File: config.mk
export PLATFORM = sky130hd
export DESIGN_NAME = serial_adder_n
export DESIGN_NICKNAME = d
export VERILOG_FILES = /design/src/rtl/serial_adder_n.sv
export SDC_FILE = /design/constraint.sdc
export NUM_CORES = 1
export LEC_CHECK = 0
export ABC_AREA = 1
export CORE_ASPECT_RATIO = 2
export CORE_MARGIN = 3
export CORE_UTILIZATION = 35
export DETAILED_ROUTE_END_ITERATION = 6
export SLEW_MARGIN = 20
export SYNTH_ARGS = -nofsm -noshare
export SYNTH_HDL_FRONTEND = slang
export SYNTH_SLANG_ARGS = --single-unit
File: constraint.sdc
create_clock -name clk -period 3.2 [get_ports clk]
set_input_delay 0.64 -clock clk [delete_from_list [all_inputs] [get_ports clk]]
set_output_delay 0.64 -clock clk [all_outputs]
set_load 0.01 [all_outputs]
File: src/rtl/serial_adder_n.sv
// Bit-serial adder/subtractor: one full-adder cell plus a carry flop, LSB first.
// Ports:
//   clk, rst_n       clock, asynchronous active-low reset
//   start            request, accepted whenever busy=0 (IDLE or DONE)
//   sub, a, b        operation select and operands, sampled on the accept edge
//   busy             high while the serial add is running
//   done             one-cycle pulse when sum/carry_out/overflow update
//   sum              result, mod 2^WIDTH; holds until the next done
//   carry_out        carry out of the MSB (subtract: 1 = no borrow)
//   overflow         two's-complement overflow of the result
module serial_adder_n #(
   parameter int unsigned WIDTH = 8
) (
   input  logic             clk,
   input  logic             rst_n,
   input  logic             start,
   input  logic             sub,
   input  logic [WIDTH-1:0] a,
   input  logic [WIDTH-1:0] b,
   output logic             busy,
   output logic             done,
   output logic [WIDTH-1:0] sum,
   output logic             carry_out,
   output logic             overflow
);

   localparam int unsigned CNT_W = (WIDTH > 1) ? $clog2(WIDTH) : 1;
   localparam logic [CNT_W-1:0] LAST_BIT = CNT_W'(WIDTH - 1);

   typedef enum logic [1:0] {
      S_IDLE = 2'd0,
      S_RUN  = 2'd1,
      S_DONE = 2'd2
   } state_e;

   state_e           state_q;
   logic [WIDTH-1:0] a_q;
   logic [WIDTH-1:0] b_q;
   logic [WIDTH-1:0] res_q;
   logic [CNT_W-1:0] cnt_q;
   logic             carry_q;

   logic             cell_s;
   logic             cell_co;
   logic [WIDTH-1:0] res_shift;

   // Full-adder cell on the current LSBs; new sum bit enters the result at the MSB end
   always_comb begin
      cell_s    = a_q[0] ^ b_q[0] ^ carry_q;
      cell_co   = (a_q[0] & b_q[0]) | (carry_q & (a_q[0] ^ b_q[0]));
      res_shift = (res_q >> 1) | (WIDTH'(cell_s) << (WIDTH - 1));
   end

   // Control FSM, datapath shift registers and registered outputs
   always_ff @(posedge clk or negedge rst_n) begin
      if (!rst_n) begin
         state_q   <= S_IDLE;
         a_q       <= '0;
         b_q       <= '0;
         res_q     <= '0;
         cnt_q     <= '0;
         carry_q   <= 1'b0;
         busy      <= 1'b0;
         done      <= 1'b0;
         sum       <= '0;
         carry_out <= 1'b0;
         overflow  <= 1'b0;
      end else begin
         case (state_q)
            // DONE behaves like IDLE for acceptance, giving back-to-back ops
            S_IDLE, S_DONE: begin
               done <= 1'b0;
               if (start) begin
                  // Subtract as a + ~b + 1: the +1 rides in on the carry flop
                  a_q     <= a;
                  b_q     <= sub ? ~b : b;
                  carry_q <= sub;
                  res_q   <= '0;
                  cnt_q   <= '0;
                  busy    <= 1'b1;
                  state_q <= S_RUN;
               end else begin
                  state_q <= S_IDLE;
               end
            end

            S_RUN: begin
               a_q     <= a_q >> 1;
               b_q     <= b_q >> 1;
               res_q   <= res_shift;
               carry_q <= cell_co;
               if (cnt_q == LAST_BIT) begin
                  // carry_q here is the carry into the MSB
                  sum       <= res_shift;
                  carry_out <= cell_co;
                  overflow  <= carry_q ^ cell_co;
                  busy      <= 1'b0;
                  done      <= 1'b1;
                  state_q   <= S_DONE;
               end else begin
                  cnt_q <= cnt_q + CNT_W'(1);
               end
            end

            default: begin
               busy    <= 1'b0;
               done    <= 1'b0;
               state_q <= S_IDLE;
            end
         endcase
      end
   end

endmodule

# Yosys cells after proc, flatten, opt, wreduce, memory -nomap -nowiden
# Index checks and enable logic that the tools add are counted.
classes:
  addsub: 1
  n_eq_ne: 6
  muxes: 20
  n_bitwise: 8
  n_reduce_logical: 7
ops:
  columns: ["operator", "n"]
  rows:
  - ["one-hot mux 8 bit (2 select lines)", 3]
  - ["two-way mux 8 bit", 4]
  - ["NOT 8 bit", 1]
  - ["OR 7 x 8 -> 8 bit", 1]
  - ["two-way mux 1 bit", 6]
  - ["two-way mux 3 bit", 2]
  - ["!= test 2 bit, second input constant", 3]
  - ["one-hot mux 3 bit (2 select lines)", 1]
  - ["AND reduction 2 bit", 3]
  - ["one-hot mux 1 bit (2 select lines)", 2]
  - ["one-hot mux 2 bit (2 select lines)", 1]
  - ["adder 3 x 1 -> 3 bit, second input constant", 1]
  - ["== test 3 bit, second input constant", 1]
  - ["AND reduction 3 bit", 1]
  - ["bitwise XOR 1 bit", 3]
  - ["bitwise AND 1 bit", 2]
  - ["== test 2 x 1 -> 1 bit, second input constant", 1]
  - ["== test 2 bit, second input constant", 1]
  - ["zero test 2 bit", 1]
  - ["two-way mux 2 bit", 1]
  - ["nonzero test 2 bit", 1]
  - ["OR reduction 2 bit", 1]
  - ["OR 1 bit", 1]
totals:
  ff_bits: 42
  input_bits: 20
  output_inout_bits: 12
  elab_cells: 53

# Longest topological paths before layout
# Gate-level depths: netlist of the first run.
logic_depth:
  ltp_word: 4
  ltp_mapped: 8
  depth_no_buf: 6

# Least setup slack after synthesis of the first run
# OpenSTA, ideal clock, no wires.
synth_timing:
  kind: "register to register"
  from: "reg cnt_q[0]"
  to: "reg carry_out"
  setup_ns: 0.117
  arrival_time_ns: 1.191
  t_required_ns: 3.083
  slack_ns: 1.893
  path_stages_with_launch: 8
  n_path_buf: 1
  period_less_slack_ns: 1.307
  cell_sequence: "dfrtp_1 -> ha_1 -> ha_1 -> inv_1 -> nor2_2 -> buf_4 -> nand2_1 -> nand2_1"
synth_via:
  elab_chain_cells: 2
synth_lines:
  columns: ["item", "line_no", "text"]
  rows:
  - ["from (decl)", "40", "logic [CNT_W-1:0] cnt_q;"]
  - ["from (signal assigned)", "101", "cnt_q <= cnt_q + CNT_W'(1);"]
  - ["== test 3 bit", "92", "if (cnt_q == LAST_BIT) begin"]
  - ["AND reduction 2 bit (no source line)", null, null]
  - ["to (signal assigned)", "95", "carry_out <= cell_co;"]
  - ["to (decl)", "23", "output logic carry_out,"]
# No other way between the ends.
# A chain may end at the register's enable or synchronous reset.

==> reports/metrics.yaml, run 1 <==
io_buffers: 31
detail-route-antenna-nets: 0
die_height_um: 112
vias: 1533
antenna_found_initial: 0
grt_pass1_vias: 1521
postCtsSetupBuffers: 0
num_io_pins: 32
cts_hold_buffers: 0
rrSetupSlack_ps: 1730
p_leak_nw: 1.26
tns_ps: 0
cts.sinks: 40
crit_required_ps: 2560
r2r-end: "overflow$_DFFE_PN0P_"
hp-class: "input port to asynchronous set/reset pin"
first_pass_iters: 4
cp_slowest_stage_delay_ps: 560
clk_latency_ps: 290
syn_nets: 259
powerDensity_mw_per_mm2: 965
ys_seq_elements: 40
first_iter_violations: 28
syn_area_per_cell_um2: 8.34
drive_above_1_share_pct: 11.2
coreArea_mm2: 0.00542
finalNetCount: 289
finalCritPeriodShare_pct: 58.4
clk_pin_slew_ps: 80
start_util_pct: 36.3
r2r_start: "state_q[1]$_DFFE_PN0P_"
start_kind: "flop"
setup_viol: 0
grt_usage_pct: 13.1
numCtsBuffers: 5
criticalPathCategory: "flop to output port"
cp.arrival_ps: 1230
yosysSeqAreaShare_pct: 50.8
run_status: "finished clean"
wl_per_cell_um: 11.5
worstRegToRegCells: 6
drv_slew: 0
grt_max_degree: 41
path_delay_family: "buffers and inverters"
fin_crit_ps: 1870
syn_inst: 236
synthDistinctLibCells: 19
clk_path_buf_depth: 2
drv_cap: 0
cp.depth: 1
htreeDepth: 2
cts_tree: "yes"
endpoint: "done"
grt_pass1_wl_mm: 6.75
area_growth_pct: 23.7
worst_pin_slew_ps: 895
routed_via_density: 4.69
rsz0062_at_grt: "no"
max_freq_mhz: 535
die_width_um: 59.0
fill_cells: 597
clock-root-buffer: "clkbuf_8"
hold_viol: 0
antenna_cells: 0
overflow: 0
ir_drop_uv: 521
crit_slowest_cell: "clkdlybuf4s50_1"
timing.hold.ws_ps: 473
endpoint_kind: "output port"
dpl.hpwl_mm: 2.74
yosys_warnings: 0
crit_buf_inv: 1
cts-resized-gates: 0
worstSetupStartpoint: "state_q[1]$_DFFE_PN0P_"
max-slew-margin-rel_pct: 40.3
die-area_mm2: 0.00662
finalClockSkew_ps: 6.09
wl_mm: 3.75
rows: 38
drc_errors: 0
globalplace.congestion: 0.756
cp_cell_sequence: "clkdlybuf4s50_1"
cp_max_fo: 3
syn_area_mm2: 0.00197
==> stage by stage <==
stage / std cells / utilization (%) / cell area [um^2] / worst slack (ps) / power, mW
after floorplan: 236 / - / 1970 / 1890 / 1.55
after global placement: 319 / 42.0 / 2280 / 1140 / 1.79
after detailed placement: 319 / 42.0 / 2280 / 1080 / 1.81
after CTS: 327 / 44.9 / 2440 / 1310 / 2.39
after global routing: 327 / 44.9 / 2440 / 1290 / 2.56
final: 327 / 44.9 / 2440 / 1330 / 2.35
==> worst register-to-register path: stages, from the launching register on <==
cell and delay [ps]:
dfrtp_1 410, inv_2 240, nand2_8 130, inv_2 240
nand2_2 200, nand2_1 100, nand2_1 50
==> cells in the mapped netlist <==
library cell	n	area [um^2]
nand2_1	98	368
nand3_1	41	205
dfrtp_1	40	1000
inv_1	19	71.3
nand2_2	11	68.8
buf_2	3	15.0
buf_4	3	22.5
nand4_1	3	18.8
buf_6	2	22.5
ha_1	2	25.0
inv_2	2	7.51
inv_6	2	17.5
nand2_8	2	40.0
nor2_2	2	12.5
xor2_1	2	17.5
buf_12	1	20.0
fa_1	1	20.0
nand2_4	1	11.3
o21ai_0	1	5.00
==> sequential cells by signal (all words and copies together) (netlist names) <==
name	count
a_q	8
b_q	8
sum	8
res_q	7
cnt_q	3
state_q	2
busy	1
carry_out	1
carry_q	1
overflow	1
==> cell type report <==
class	count	area [um^2]	area share [%]
clock buffers	5	68.8	2.82
clock inverters	3	90.1	3.70
inverters	23	96.3	3.95
multi-input cells	164	792	32.5
flip-flops and latches	40	1000	41.1
well taps	60	75.1	3.08
repair buffers	32	313	12.8
==> per-layer routing <==
metal  GRT usage (%)  vias up  share of wire, %
li1                -      791                 -
met3            2.42        6               4.0
met2            23.9       30                58
met1            13.8      706                36
met4            5.90        0               2.3
met5               0        -                 0
==> how the worst min path moves through the flow <==
stage / startpoint / end / slack (ps) / cells after the start
after floorplan: rst_n / a_q[0]$_DFFE_PN0P_ / 340 / 0
after global placement: sum[2]$_DFFE_PN0P_ / sum[2]$_DFFE_PN0P_ / 450 / 2
after detailed placement: sum[4]$_DFFE_PN0P_ / sum[4]$_DFFE_PN0P_ / 460 / 2
after CTS: sum[4]$_DFFE_PN0P_ / sum[4]$_DFFE_PN0P_ / 480 / 2
after global routing: busy$_DFFE_PN0P_ / busy$_DFFE_PN0P_ / 500 / 2
final: rst_n / sum[1]$_DFFE_PN0P_ / 470 / 1
==> placed cells by master, fill, tap and decap left out <==
master and count:
nand2_1 98, nand3_1 41, dfrtp_1 40, clkdlybuf4s50_1 30, inv_1 19, nand2_2 11
clkbuf_8 5, nand4_1 3, bufinv_16 3, inv_2 2, nand2_8 2, inv_6 2
nor2_2 2, xor2_1 2, ha_1 2, nand2_4 1, o21ai_0 1, fa_1 1
buf_2 1, buf_4 1
==> kinds of logic (layout without fill, tap and decap cells) <==
| family | after synthesis | count (layout) | synth area share (%) |
|---|---|---|---|
| DFF | 40 | 40 | 50.8 |
| xor gates and xnor gates | 2 | 2 | 0.890 |
| adders and majority gates | 3 | 3 | 2.29 |
| and+or+nand+nor | 158 | 158 | 36.8 |
| AOI/OAI and AO/OA | 1 | 1 | 0.254 |
| buffers and inverters | 32 | 63 | 8.96 |
==> power breakdown <==
part | switching, mW | internal (mW) | leakage (nW)
clock network | 0.180 | 0.390 | 0.0784
registers | 0.139 | 0.738 | 0.500
logic | 0.512 | 0.390 | 0.678
total | 0.831 | 1.52 | 1.26
Power figures use the tool's default switching activity.
==> run 2, diff against run 1 <==
==> constraint.sdc (replaced) <==
create_clock -name clk -period 1.6 [get_ports clk]
set_input_delay 0.32 -clock clk [delete_from_list [all_inputs] [get_ports clk]]
set_output_delay 0.32 -clock clk [all_outputs]
set_load 0.01 [all_outputs]
==> run 2 against run 1 <==
  * Die area stayed put
  * Global-route usage shrank 0.33 points
  * Clock-buffer cell count is the same
  * Largest power group unchanged
  * Clock skew barely moved
  * Wire length down 1.4%
  * Final cell count rose by 2.8%
==> reports/metrics.yaml, run 2 (synthesis gave the netlist of run 1 again) <==
wl_mm: 3.70
hold_viol: 0
clk_pin_slew_ps: 80
max-slew-margin-rel_pct: 69.8
clock-root-buffer: "clkbuf_8"
die-area_mm2: 0.00662
worst_pin_slew_ps: 452
criticalPathCategory: "flop to output port"
finalClockSkew_ps: 6.32
htreeDepth: 2
r2r_start: "cnt_q[0]$_DFFE_PN0P_"
drive_above_1_share_pct: 13.8
powerDensity_mw_per_mm2: 1800
cp_max_fo: 2
die_width_um: 59.0
hp-class: "flop to flop"
vias: 1580
finalCritPeriodShare_pct: 94.2
clk_latency_ps: 290
grt_pass1_wl_mm: 6.60
tns_ps: 0
rows: 38
final_common_cell: "nand2_1"
wl_per_cell_um: 11.0
fin_crit_ps: 1510
io_buffers: 31
clockPowerShare_pct: 18.5
grt_usage_pct: 12.8
drc_errors: 0
antenna_found_initial: 0
reg.largest.list: "a_q x8, b_q x8, sum x8"
max_freq_mhz: 664
cp_slowest_stage_delay_ps: 540
cts_tree: "yes"
die_height_um: 112
cp.arrival_ps: 1190
p_seq_share_pct: 40.6
stdcell_area_mm2: 0.00247
dpl.hpwl_mm: 2.84
worstSetupStartpoint: "busy$_DFFE_PN0P_"
overflow: 0
num_io_pins: 32
numCtsBuffers: 5
crit_buf_inv: 1
drv_slew: 0
crit_required_ps: 1280
grtUsageMet3_pct: 2.53
clk_path_buf_depth: 2
first_pass_iters: 3
rsz0062_at_grt: "no"
antenna_cells: 0
layout.cells.non_filler: 336
met2_usage_pct: 23.4
fill_cells: 564
first_iter_violations: 25
crit_slowest_cell: "clkdlybuf4s50_1"
place_inst: 327
p_leak_nw: 1.30
p_comb_share_pct: 40.9
power.switching_fraction_pct: 37.7
most-common-layout-cells: "nand2_1 (98), nand3_1 (41), dfrtp_1 (40)"
drv_cap: 0
net-switching-power_mw: 1.67
timing.hold.ws_ps: 471
p_int_mw: 2.77
use_met1_pct: 13.2
finalNetCount: 298
area_growth_pct: 25.6
globalplace.congestion: 0.740
grt_pass1_vias: 1530
routed_via_density: 4.70
coreArea_mm2: 0.00542
grt.busiest_layer: "met2"
start_util_pct: 36.3
final_core_util_pct: 45.6
detail-route-antenna-nets: 0
grt_max_degree: 41
setup_viol: 0
place_ws_ps: 85.8
cp_cell_sequence: "clkdlybuf4s50_1"
endpoint_kind: "output port"
ir_drop_uv: 798
start_kind: "flop"
hp-start: "sum[3]$_DFFE_PN0P_"
fin_total_pwr_mw: 4.45
setup_ws_ps: 93.2
path_delay_family: "buffers and inverters"
run_status: "finished clean"
placed_cell_area_mm2: 0.00235
postCtsSetupBuffers: 0
cts.sinks: 40
## run 2: cell types whose count changed in the layout (fill, tap and decap cells not counted)
cell             delta
buf_12              +1
buf_4               +7
bufinv_16           -2
clkdlybuf4s50_1     -1
clkinv_2            +1
clkinvlp_4          +1
dlygate4sd3_1       +1
dlymetal6s2s_1      +1
## run 2: final timing paths
check                                         to  slack, ps  cells after the start
min reg2reg                   sum[3]$_DFFE_PN0P_        470                      2
min                           sum[3]$_DFFE_PN0P_        470                      2
max                                         busy         90                      1
max reg2reg                   sum[7]$_DFFE_PN0P_        170                      7
min in group asynchronous     a_q[4]$_DFFE_PN0P_        510                      3
max in group asynchronous  carry_out$_DFFE_PN0P_        880                      3
## run 2: what timing repair did
item,in CTS,in global routing
gates resized for setup,0,1
hold buffers,1,0
endpoints found under the hold margin,40,0
endpoints found under the setup margin,0,1
## run 2: layer usage
layer / up-vias / wire length (um)
met2: 25 / 2100
li1: 812 / -
met5: - / 0
met1: 736 / 1400
met3: 7 / 121
met4: 0 / 75
## run 2: final cells by class
class / instances / area, um^2 / share of cell area (%)
Sequential cell: 40 / 1000 / 40.5
Clock buffer: 5 / 68.8 / 2.78
Timing Repair Buffer: 41 / 398 / 16.1
Tap cell: 60 / 75.1 / 3.03
Clock inverter: 3 / 42.5 / 1.72
Multi-Input combinational cell: 164 / 792 / 32.0
Inverter: 23 / 96.3 / 3.89
## run 2: power groups by stage
stage | Combinational [mW] | Clock, mW | Sequential, mW
6_report | 1.82 | 0.822 | 1.80
2_1_floorplan | 1.30 | 0 | 1.80
3_3_place_gp | 1.82 | 0 | 1.82
4_1_cts | 1.87 | 0.843 | 1.81
3_5_place_dp | 1.86 | 0 | 1.83
5_1_grt | 2.09 | 0.894 | 1.87
==> run 3, diff against run 2 <==
--- a/config.mk
+++ b/config.mk
@@ -6,6 +6,7 @@
 export NUM_CORES = 1
 export LEC_CHECK = 0
 export ABC_AREA = 1
+export CAP_MARGIN = 20
 export CORE_ASPECT_RATIO = 2
 export CORE_MARGIN = 3
 export CORE_UTILIZATION = 35
==> results of run 3 <==
The final DEF is identical to that of run 2; final timing and power are the same.
